`config.mk`:
```
export PLATFORM = sky130hd
export DESIGN_NAME = gate_sensor_decoder
export DESIGN_NICKNAME = d
export VERILOG_FILES = /design/src/rtl/garage_pkg.sv /design/src/rtl/sensor_debounce.sv /design/src/rtl/gate_sensor_decoder.sv
export SDC_FILE = /design/constraint.sdc
export NUM_CORES = 1
export LEC_CHECK = 0
export CAP_MARGIN = 0
export CORE_MARGIN = 2
export CORE_UTILIZATION = 57
export CTS_BUF_LIST = sky130_fd_sc_hd__clkbuf_8
export DETAILED_ROUTE_END_ITERATION = 10
export PLACE_DENSITY_LB_ADDON = 0.1
export RECOVER_POWER = 25
export SYNTH_ARGS = -nofsm -noshare
export SYNTH_HDL_FRONTEND = slang
export SYNTH_SLANG_ARGS = --single-unit
```
`constraint.sdc`:
```
create_clock -name clk -period 2.27 [get_ports clk]
set_input_delay 0.3405 -clock clk [delete_from_list [all_inputs] [get_ports clk]]
set_output_delay 0.3405 -clock clk [all_outputs]
set_load 0.005 [all_outputs]
```
`src/rtl/garage_pkg.sv`:
```
// Shared types and defaults for the garage occupancy blocks (gate decoder and occupancy FSM).
package garage_pkg;

  localparam int DEF_DEBOUNCE_CYCLES = 4;
  localparam int DEF_TIMEOUT_CYCLES  = 1000;

  typedef enum logic [3:0] {
    IDLE, IN_A, IN_AB, IN_B, OUT_B, OUT_AB, OUT_A, REJECT, FAULT
  } gate_state_e;

  // States where a car is partway through the beams and the timeout applies.
  function automatic logic is_crossing(gate_state_e s);
    return s inside {IN_A, IN_AB, IN_B, OUT_B, OUT_AB, OUT_A};
  endfunction

endpackage

```
`src/rtl/sensor_debounce.sv`:
```
// Two-flop synchronizer plus debounce counter for one beam sensor; the level flips
// only after the synchronized input has disagreed with it for DEBOUNCE_CYCLES samples.
module sensor_debounce #(
  parameter int DEBOUNCE_CYCLES = garage_pkg::DEF_DEBOUNCE_CYCLES
) (
  input  logic clk,
  input  logic reset,
  input  logic raw_i,
  output logic level_o
);

  localparam int CW = $clog2(DEBOUNCE_CYCLES + 1);

  logic          sync1_q, sync2_q;
  logic          level_q, level_d;
  logic [CW-1:0] cnt_q, cnt_d;

  always_comb begin
    level_d = level_q;
    cnt_d   = '0;
    if (sync2_q != level_q) begin
      if (cnt_q == CW'(DEBOUNCE_CYCLES - 1)) level_d = sync2_q;
      else                                   cnt_d   = cnt_q + 1'b1;
    end
  end

  always_ff @(posedge clk) begin
    if (!reset) begin
      sync1_q <= 1'b0;
      sync2_q <= 1'b0;
      level_q <= 1'b0;
      cnt_q   <= '0;
    end else begin
      sync1_q <= raw_i;
      sync2_q <= sync1_q;
      level_q <= level_d;
      cnt_q   <= cnt_d;
    end
  end

  assign level_o = level_q;

endmodule

```
`src/rtl/gate_sensor_decoder.sv`:
```
// Entrance beam decoder: turns the A/B beam sequence into car_enter/car_exit pulses and
// drives the barrier. Define GATE_TIMEOUT_EN to add the crossing timeout and FAULT state.
module gate_sensor_decoder
  import garage_pkg::*;
#(
  parameter int DEBOUNCE_CYCLES = DEF_DEBOUNCE_CYCLES,
  parameter int TIMEOUT_CYCLES  = DEF_TIMEOUT_CYCLES
) (
  input  logic clk,
  input  logic reset,
  input  logic btn,
  input  logic full,
  input  logic sensor_a,
  input  logic sensor_b,
  output logic car_enter,
  output logic car_exit,
  output logic gate_open,
  output logic fault
);

  if (DEBOUNCE_CYCLES < 1 || TIMEOUT_CYCLES < 1) begin : g_param_chk
    $error("gate_sensor_decoder: DEBOUNCE_CYCLES and TIMEOUT_CYCLES must be >= 1");
  end

  logic da, db;
  logic [1:0] ab;

  sensor_debounce #(.DEBOUNCE_CYCLES(DEBOUNCE_CYCLES)) u_deb_a (
    .clk(clk), .reset(reset), .raw_i(sensor_a), .level_o(da)
  );
  sensor_debounce #(.DEBOUNCE_CYCLES(DEBOUNCE_CYCLES)) u_deb_b (
    .clk(clk), .reset(reset), .raw_i(sensor_b), .level_o(db)
  );

  assign ab = {da, db};

  gate_state_e state_q, state_d;
  logic enter_evt_q, enter_evt_d, exit_evt_q, exit_evt_d;
  logic car_enter_q, car_exit_q, gate_open_q;

`ifdef GATE_TIMEOUT_EN
  localparam int TW = $clog2(TIMEOUT_CYCLES + 1);
  logic [TW-1:0] tmo_q, tmo_d;
  logic          fault_q;
`endif

  always_comb begin
    state_d = state_q;
    case (state_q)
      IDLE: case (ab)
        2'b10:   state_d = (btn && !full) ? IN_A : REJECT;
        2'b01:   state_d = OUT_B;
        2'b11:   state_d = REJECT;
        default: ;
      endcase
      IN_A:   if (ab == 2'b11) state_d = IN_AB;
              else if (ab == 2'b00) state_d = IDLE;
      IN_AB:  case (ab)
        2'b01:   state_d = IN_B;
        2'b10:   state_d = IN_A;
        2'b00:   state_d = IDLE;
        default: ;
      endcase
      IN_B:   if (ab == 2'b00) state_d = IDLE;
              else if (ab == 2'b11) state_d = IN_AB;
      OUT_B:  if (ab == 2'b11) state_d = OUT_AB;
              else if (ab == 2'b00) state_d = IDLE;
      OUT_AB: case (ab)
        2'b10:   state_d = OUT_A;
        2'b01:   state_d = OUT_B;
        2'b00:   state_d = IDLE;
        default: ;
      endcase
      OUT_A:  if (ab == 2'b00) state_d = IDLE;
              else if (ab == 2'b11) state_d = OUT_AB;
      REJECT: if (ab == 2'b00) state_d = IDLE;
`ifdef GATE_TIMEOUT_EN
      FAULT:  if (ab == 2'b00) state_d = IDLE;
`endif
      default: state_d = IDLE;
    endcase
`ifdef GATE_TIMEOUT_EN
    // A stuck crossing wins over any pattern change seen in the same cycle.
    if (is_crossing(state_q) && tmo_q == TW'(TIMEOUT_CYCLES - 1)) state_d = FAULT;
    tmo_d = (is_crossing(state_q) && state_d == state_q) ? tmo_q + 1'b1 : '0;
`endif
    enter_evt_d = (state_q == IN_B)  && (state_d == IDLE);
    exit_evt_d  = (state_q == OUT_A) && (state_d == IDLE);
  end

  always_ff @(posedge clk) begin
    if (!reset) begin
      state_q     <= IDLE;
      enter_evt_q <= 1'b0;
      exit_evt_q  <= 1'b0;
      car_enter_q <= 1'b0;
      car_exit_q  <= 1'b0;
      gate_open_q <= 1'b0;
`ifdef GATE_TIMEOUT_EN
      tmo_q       <= '0;
      fault_q     <= 1'b0;
`endif
    end else begin
      state_q     <= state_d;
      enter_evt_q <= enter_evt_d;
      exit_evt_q  <= exit_evt_d;
      // Pulses land one cycle after the FSM is back in IDLE.
      car_enter_q <= enter_evt_q;
      car_exit_q  <= exit_evt_q;
      gate_open_q <= state_d inside {IN_A, IN_AB, IN_B};
`ifdef GATE_TIMEOUT_EN
      tmo_q       <= tmo_d;
      fault_q     <= (state_d == FAULT);
`endif
    end
  end

  assign car_enter = car_enter_q;
  assign car_exit  = car_exit_q;
  assign gate_open = gate_open_q;
`ifdef GATE_TIMEOUT_EN
  assign fault = fault_q;
`else
  assign fault = 1'b0;
`endif

endmodule

```
==> qor.yml <==
status: "complete, no violations"
cp-startpoint: "u_deb_a.level_o"
synth_edf_count: 0
swShare: 0.2080
grtUsageTotal: 0.1965
fin_nets: 123
async_flop_share: 0
numCtsBuffers: 3
io_pins: 10
p_total_w: 0.0006445
hold_class: "reg -> reg"
final_area_sq_um: 1097
ys_types: 34
finalHoldViolCount: 0
reg_top3: "state_q (4), u_deb_a.cnt_q (3), u_deb_b.cnt_q (3)"
postCtsSetupBuffers: 0
synthTopCellsByArea: "dfxtp_1 (43%), ha_1 (10%), and2_1 (5.8%)"
portBuffers: 8
cts_tree: "built"
crit_path_max_fanout: 5
num_rows: 14
grt_pass1_vias: 648
yosysMostFrequentCell: "dfxtp_1"
rr_startpoint: "u_deb_a.level_o"
final-seq-area_sq_um: 420.4
synth_top_area_frac: 0.4341
multiInputGateArea_sq_um: 498.0
hold_start: "u_deb_b.cnt_q[0]"
p_clk_frac: 0.381
dieArea_sq_um: 2045
rr_worst_depth: 6
die_y_um: 45.22
drtPass1Iterations: 5
final_antenna_net_count: 0
synthFlopType: "dfxtp_1"
min_period_ns: 1.777
clock-sinks: 21
cap_violations: 0
antennaDiodeCount: 0
clk_pin_slew_ns: 0.08
final_cells: 124
drc: 0
cts-resized-gates: 0
drtIter0Drc: 7
syn-instance-count: 99
dp_cells: 120
start_util: 0.6282
antenna_found_initial: 0
grt_max_degree: 16
core_area_sq_um: 1541
cts-root-buf: "clkbuf_8"
grt_setup_unrepaired: "no"
ir_drop_mv: 0.4521
cts_max_path_buffers: 2
synth_common_cells: "dfxtp_1 (21), and2_1 (9), ha_1 (8), inv_1 (8), nor2_1 (8)"
die_w_um: 45.22
synth.avg_cell_area_sq_um: 9.782
critPathKind: "reg -> reg"
ff2ff_setup_slack_ns: 0.49
cts_hold_buf: 0
p_int_w: 0.0005104
seq_area_frac_synth: 0.4341
grt_overflow: 0
dpl-instance-area_sq_um: 1049
cp_data_arrival_time_ns: 1.94
synthesis.area_sq_um: 968.4
powerDensity_nw_per_um2: 587.3
hpwl_um: 1085
netSwitchingPower_w: 0.0001341
whs_path_depth: 1
grt_pass1_wl_um: 2808
r2r-end: "exit_evt_q"
wirelength_um: 1510
holdPathEnd: "u_deb_b.cnt_q[0]"
synth_top_area_cell: "dfxtp_1"
routed_via_density: 5.379
synth_seq_cells: 21
pwr-share-seq: 0.584
h-tree-depth: 1
num_vias: 667
slew_viol_final: 0
nFillCells: 116
gp_congestion: 0.8342
period_share: 0.7827
endpoint_kind: "register"
top_register: "state_q"
area_growth_pct: 13.31
comb_power_share: 0.035
drive_gt1_frac: 0.08333
worstPathRequired_ns: 2.43
finalSetupTns_ns: 0
startpoint_type: "register"
routedWlPerCell_um: 12.18
clock.fmax_mhz: 562.9
p_leak_nw: 0.4424
largest_reg_flops: 4
yosys_warnings: 0
setup_viol: 0
whs_ns: 0.4228
skew_ns: 0.003602
clk_latency_ns: 0.26
==> cell type report <==
class	instances	share of cell area
clock inverters	1	0.006842
inverters	8	0.02737
flip-flops and latches	21	0.3831
clock buffers	3	0.03763
multi-input cells	67	0.4538
repair buffers	8	0.07298
well taps	16	0.01824
==> worst max-delay path, stage by stage, from the launching register on <==
cell and delay [ns]:
dfxtp_1 0.42, inv_1 0.09, ha_1 0.30, or3b_1 0.37, a21oi_2 0.18, o221ai_2 0.11, nor4_1 0.21
==> layer usage <==
metal,track usage,share of wire
met1,0.2344,0.49
met4,0.1059,0.030
met2,0.3143,0.43
met3,0.06000,0.045
met5,0,0
==> through the flow <==
stage / setup slack (ns) / utilization
2_1_floorplan: 0.6495 / -
3_3_place_gp: 0.5689 / 0.6802
3_5_place_dp: 0.5433 / 0.6802
4_1_cts: 0.5117 / 0.7119
5_1_grt: 0.3796 / 0.7119
6_report: 0.4934 / 0.7119
==> cell families after synthesis <==
group | share of synthesized area
xor+xnor | 0.01809
fa+ha+maj | 0.1034
compound gates | 0.1111
simple gates | 0.2532
other cells | 0.003872
mux | 0.02067
flops | 0.4341
buf+inv | 0.05554
==> worst max-delay path by stage <==
stage | slack, ns | to | cells after the start
after CTS | 0.51 | exit_evt_q | 6
after detailed placement | 0.54 | gate_open | 6
final | 0.49 | exit_evt_q | 6
after global routing | 0.38 | gate_open | 6
after global placement | 0.57 | exit_evt_q | 6
after floorplan | 0.65 | gate_open | 6
==> cell usage in the layout (no fill, tap or decap), drive strengths merged, types with 2 or more instances in the layout <==
master | Yosys | final
a21oi | 3 | 3
and2 | 9 | 9
and3b | 2 | 2
clkbuf | 1 | 3
clkdlybuf4s50 | 0 | 7
conb | 1 | 2
dfxtp | 21 | 21
ha | 8 | 8
inv | 8 | 8
mux2i | 2 | 2
nand2 | 3 | 3
nand2b | 3 | 3
nand3b | 2 | 2
nor2 | 8 | 8
nor2b | 3 | 3
nor3 | 4 | 4
o211ai | 2 | 2
o221ai | 2 | 2
xor2 | 2 | 2
==> power by group through the flow <==
stage | combinational (W) | sequential, W | clock [W]
5_1_grt | 0.0000253 | 0.000377 | 0.000272
4_1_cts | 0.0000228 | 0.000376 | 0.000255
3_5_place_dp | 0.0000228 | 0.000385 | 0
2_1_floorplan | 0.0000126 | 0.000384 | 0
3_3_place_gp | 0.0000224 | 0.000385 | 0
6_report | 0.0000223 | 0.000376 | 0.000246
(Power assumes the default switching activity.)
==> edit 1, RTL diff (config.mk and constraints unchanged) <==
Change the package constant `DEF_DEBOUNCE_CYCLES` from 4 to 8.
--- a/src/rtl/garage_pkg.sv
+++ b/src/rtl/garage_pkg.sv
@@ -1,7 +1,7 @@
 // Shared types and defaults for the garage occupancy blocks (gate decoder and occupancy FSM).
 package garage_pkg;
 
-  localparam int DEF_DEBOUNCE_CYCLES = 4;
+  localparam int DEF_DEBOUNCE_CYCLES = 8;
   localparam int DEF_TIMEOUT_CYCLES  = 1000;
 
   typedef enum logic [3:0] {
Formal check against the unedited RTL: not equivalent (a bounded check fails within 10 cycles, from zero or initial values and one cycle with reset low).
==> edit 1 against the original RTL <==
Clock skew decreased by 1.7 ps; cell area up 10%; sequential power increased by 9.6%; routed wire length is 4.4% higher; via count grew 9.7%; power rose by 4.6%; clock power fell by 3%; area after synthesis rose by 7.2%; setup slack lost 330 ps; maximum frequency is 16% lower; sequential cell count up 2; critical path type unchanged.
==> edit 1: results (changes against the original RTL) <==
status finished clean; initial drt markers 8 (+1); R2R setup slack 160 ps (-330 ps); final net count 134 (+8.9%); Overall Global Routing Usage 18.6% (-1.0 points); worst hold path endpoint car_enter; DP HPWL 1180 um (+8.8%); met1 usage 21.9% (-1.5 points); f_max 0.474 GHz (-16%); synth cell count leaders dfxtp_1, nor2_1, ha_1; DR WL met3 82 um (+21%); crit path to enter_evt_q; pin count of the biggest net entering global routing 14 (-2); pre-CTS setup slack 188 ps (-355 ps); FF-to-FF path depth 7 (+1); Final Instance Count excl. Fillers 145 (+17%); clock root cell clkbuf_8; post-placement cell count 141 (+18%); skew final 1.91 ps (-1.69 ps); met3 global-route usage 8.24% (+2.2 points); ranking of synthesized cells by area dfxtp_1, ha_1, xor2_1, and2_1, nor2_1; Detail Route met2 WL 760 um (+16%); vias post-DR 732 (+9.7%); M2 GR Usage 29.2% (-2.3 points); via count of the first global-routing pass 660 (+1.9%); Avg WL per Cell 10.9 um (-11%); Post-Syn Instances 106 (+7.1%); sequential area share after synthesis 44.3% (+0.93 points); Max IR drop VDD 0.000528 V (+17%); Design Power 0.000674 W (+4.6%); leak pwr 0.538 nW (+21%); CP arrival 2270 ps (+330 ps); Fillers 134 (+16%); largest registers state_q (4), u_deb_a.cnt_q (4), u_deb_b.cnt_q (4); Synth cell types 35 (+2.9%); gpl congestion 0.914 (+9.5%); CP max FO 5 (unchanged); share of cells above drive strength 1 15.0% (+6.7 points); Clock group 0.000239 W (-3%); Switch Pwr 0.000130 W (-3.3%); ant diodes 0 (unchanged)
## edit 1: kinds of logic (layout without fill, tap and decap cells)
kind of cell / after synthesis / in the layout / synth area share (%)
adder cells (fa/ha/maj): 7 / 7 / 8.43
XOR/XNOR: 6 / 6 / 5.06
AND/OR/NAND/NOR: 47 / 47 / 27.7
other: 1 / 2 / 0.361
multiplexers: 2 / 2 / 1.93
buffers and inverters: 7 / 20 / 2.89
AO/OA/AOI/OAI: 13 / 13 / 9.28
flip-flops: 23 / 23 / 44.3
## edit 1: critical path, stage by stage, from the launching register on
cell,delay (ps)
dfxtp_1,330
inv_1,60
ha_1,260
or4_4,550
or4_4,490
o211ai_2,90
nor3_2,60
and3_1,170
## edit 1: cell type report
cell class / count / area [sq um] / share of cell area [%]
clock buffers: 3 / 41.3 / 3.41
clock inverters: 1 / 5.00 / 0.413
inverters: 5 / 18.8 / 1.55
multi-input cells: 77 / 552 / 45.6
flip-flops and latches: 23 / 460 / 38.0
well taps: 25 / 31.3 / 2.58
repair buffers: 11 / 103 / 8.47
==> edit 2, RTL diff (same settings) <==
Made on the original files. Add an input register stage for `btn`, `sensor_a` and `sensor_b`, without a reset; this delays them by one clock. The other inputs are not delayed to match.
--- a/src/rtl/gate_sensor_decoder.sv
+++ b/src/rtl/gate_sensor_decoder.sv
@@ -18,6 +18,16 @@
   output logic fault
 );
 
+  logic btn_q;
+  logic sensor_a_q;
+  logic sensor_b_q;
+
+  always_ff @(posedge clk) begin
+    btn_q      <= btn;
+    sensor_a_q <= sensor_a;
+    sensor_b_q <= sensor_b;
+  end
+
   if (DEBOUNCE_CYCLES < 1 || TIMEOUT_CYCLES < 1) begin : g_param_chk
     $error("gate_sensor_decoder: DEBOUNCE_CYCLES and TIMEOUT_CYCLES must be >= 1");
   end
@@ -26,10 +36,10 @@
   logic [1:0] ab;
 
   sensor_debounce #(.DEBOUNCE_CYCLES(DEBOUNCE_CYCLES)) u_deb_a (
-    .clk(clk), .reset(reset), .raw_i(sensor_a), .level_o(da)
+    .clk(clk), .reset(reset), .raw_i(sensor_a_q), .level_o(da)
   );
   sensor_debounce #(.DEBOUNCE_CYCLES(DEBOUNCE_CYCLES)) u_deb_b (
-    .clk(clk), .reset(reset), .raw_i(sensor_b), .level_o(db)
+    .clk(clk), .reset(reset), .raw_i(sensor_b_q), .level_o(db)
   );
 
   assign ab = {da, db};
@@ -48,7 +58,7 @@
     state_d = state_q;
     case (state_q)
       IDLE: case (ab)
-        2'b10:   state_d = (btn && !full) ? IN_A : REJECT;
+        2'b10:   state_d = (btn_q && !full) ? IN_A : REJECT;
         2'b01:   state_d = OUT_B;
         2'b11:   state_d = REJECT;
         default: ;
Formal check against the unedited RTL: not equivalent (a bounded check fails within 10 cycles, from zero or initial values and one cycle with reset low).
==> edit 2 against the original RTL <==
Combinational power is 9.0% lower; first-iteration DRC count decreased by 71%; sequential power increased by 15%; cell area up 2.6%; sequential cell count up 3; maximum frequency shrank 3.2%; via count grew 0.15%; routed wire length down 4.2%; power increased by 6.2%; setup slack worse by 59 ps; area after synthesis up 3.2%; non-clock buffer count unchanged; final cell count is 2.4% higher.
==> edit 2: results (changes against the original RTL) <==
skew final 2.97 ps (-0.633 ps); final wirelength 1450 um (-4.2%); leak pwr 0.434 nW (-2.0%); main flop type after synthesis dfxtp_1; Sw Ratio 18.3% (-2.5 points); final net count 126 (+2.4%); synth cell count leaders dfxtp_1, nor2_1, ha_1, inv_1, and2_1; ys async rst share 0% (unchanged); global-route wire length before repair 2420 um (-14%); CTS resizes 0 (unchanged); via/cell ratio 5.26 (-2.2%); Fillers 147 (+27%); gpl congestion 0.779 (-6.6%); DP HPWL 1110 um (+2.2%); CP arrival 2020 ps (+80 ps); sequential area share after synthesis 48.1% (+4.6 points); Overall Global Routing Usage 17.0% (-2.6 points); initial drt markers 2 (-5); share of cells above drive strength 1 6.36% (-2.0 points); Pre-antenna DRT Iters 2 (-3); largest registers state_q (4), u_deb_a.cnt_q (3), u_deb_b.cnt_q (3); status finished clean; ranking of synthesized cells by area dfxtp_1, ha_1, nor2_1, and2_1, inv_1; Synth cell types 36 (+5.9%); Max IR drop VDD 0.000475 V (+5.1%); Num CTS Buffers 3 (unchanged); H-tree depth 1 (unchanged); Post-DP Area 1080 sq um (+3.5%); pin count of the biggest net entering global routing 13 (-3); clock root cell clkbuf_8; via count of the first global-routing pass 593 (-8.5%)
[edit 2: final cells by class]
type                       count  area share, %
sequential                    24           42.7
clock buffer                   3           3.67
timing repair buffer           8           7.11
tap                           17           1.89
multi-input combinational     67           42.0
inverter                       8           2.67
[edit 2: routing by layer]
layer | GRT usage [%] | vias to the layer above | routed length (um)
li1 | - | 353 | -
met1 | 18.3 | 302 | 629
met2 | 28.3 | 9 | 725
met3 | 5.95 | 4 | 52
met4 | 10.3 | 0 | 40
met5 | 0 | - | 0
[edit 2: logic make-up after synthesis]
logic type | Yosys count | synth area share (%)
AND/OR/NAND/NOR | 42 | 23.5
XOR/XNOR | 2 | 1.75
buffers and inverters | 12 | 5.01
flip-flops | 24 | 48.1
AO/OA/AOI/OAI | 11 | 9.26
adder cells (fa/ha/maj) | 8 | 10.0
multiplexers | 2 | 2.00
other | 1 | 0.375
[edit 2: path summary, 6_finish.rpt]
| path | from | endpoint | slack (ps) | cells past startpoint |
|---|---|---|---|---|
| min reg2reg | u_deb_b.cnt_q[0] | u_deb_b.cnt_q[0] | 420 | 1 |
| max reg2reg | u_deb_a.level_o | gate_open | 430 | 5 |
| min | u_deb_b.cnt_q[0] | u_deb_b.cnt_q[0] | 420 | 1 |
| max | u_deb_a.level_o | gate_open | 430 | 5 |
[edit 2: power groups by stage]
stage | Clock (W) | Combinational (W) | Sequential (W)
5_1_grt | 0.000259 | 0.0000230 | 0.000433
6_report | 0.000232 | 0.0000203 | 0.000432
3_5_place_dp | 0 | 0.0000220 | 0.000442
4_1_cts | 0.000244 | 0.0000221 | 0.000432
2_1_floorplan | 0 | 0.0000114 | 0.000441
3_3_place_gp | 0 | 0.0000214 | 0.000442
[edit 2: per-stage QoR]
step	utilization, %	setup slack [ps]	power (W)	hold WS [ps]	instances
2_1_floorplan	-	560	0.000453	368	103
3_3_place_gp	64.2	417	0.000463	408	124
3_5_place_dp	64.2	394	0.000464	417	124
4_1_cts	66.7	429	0.000698	427	127
5_1_grt	66.7	327	0.000715	444	127
6_report	66.7	434	0.000684	420	127
[edit 2: worst max-delay path, cell delays in order (launching register included)]
cell      delay (ps)
dfxtp_1          410
inv_1             90
ha_1             260
or4_4            530
o211a_1          270
a311oi_2         190
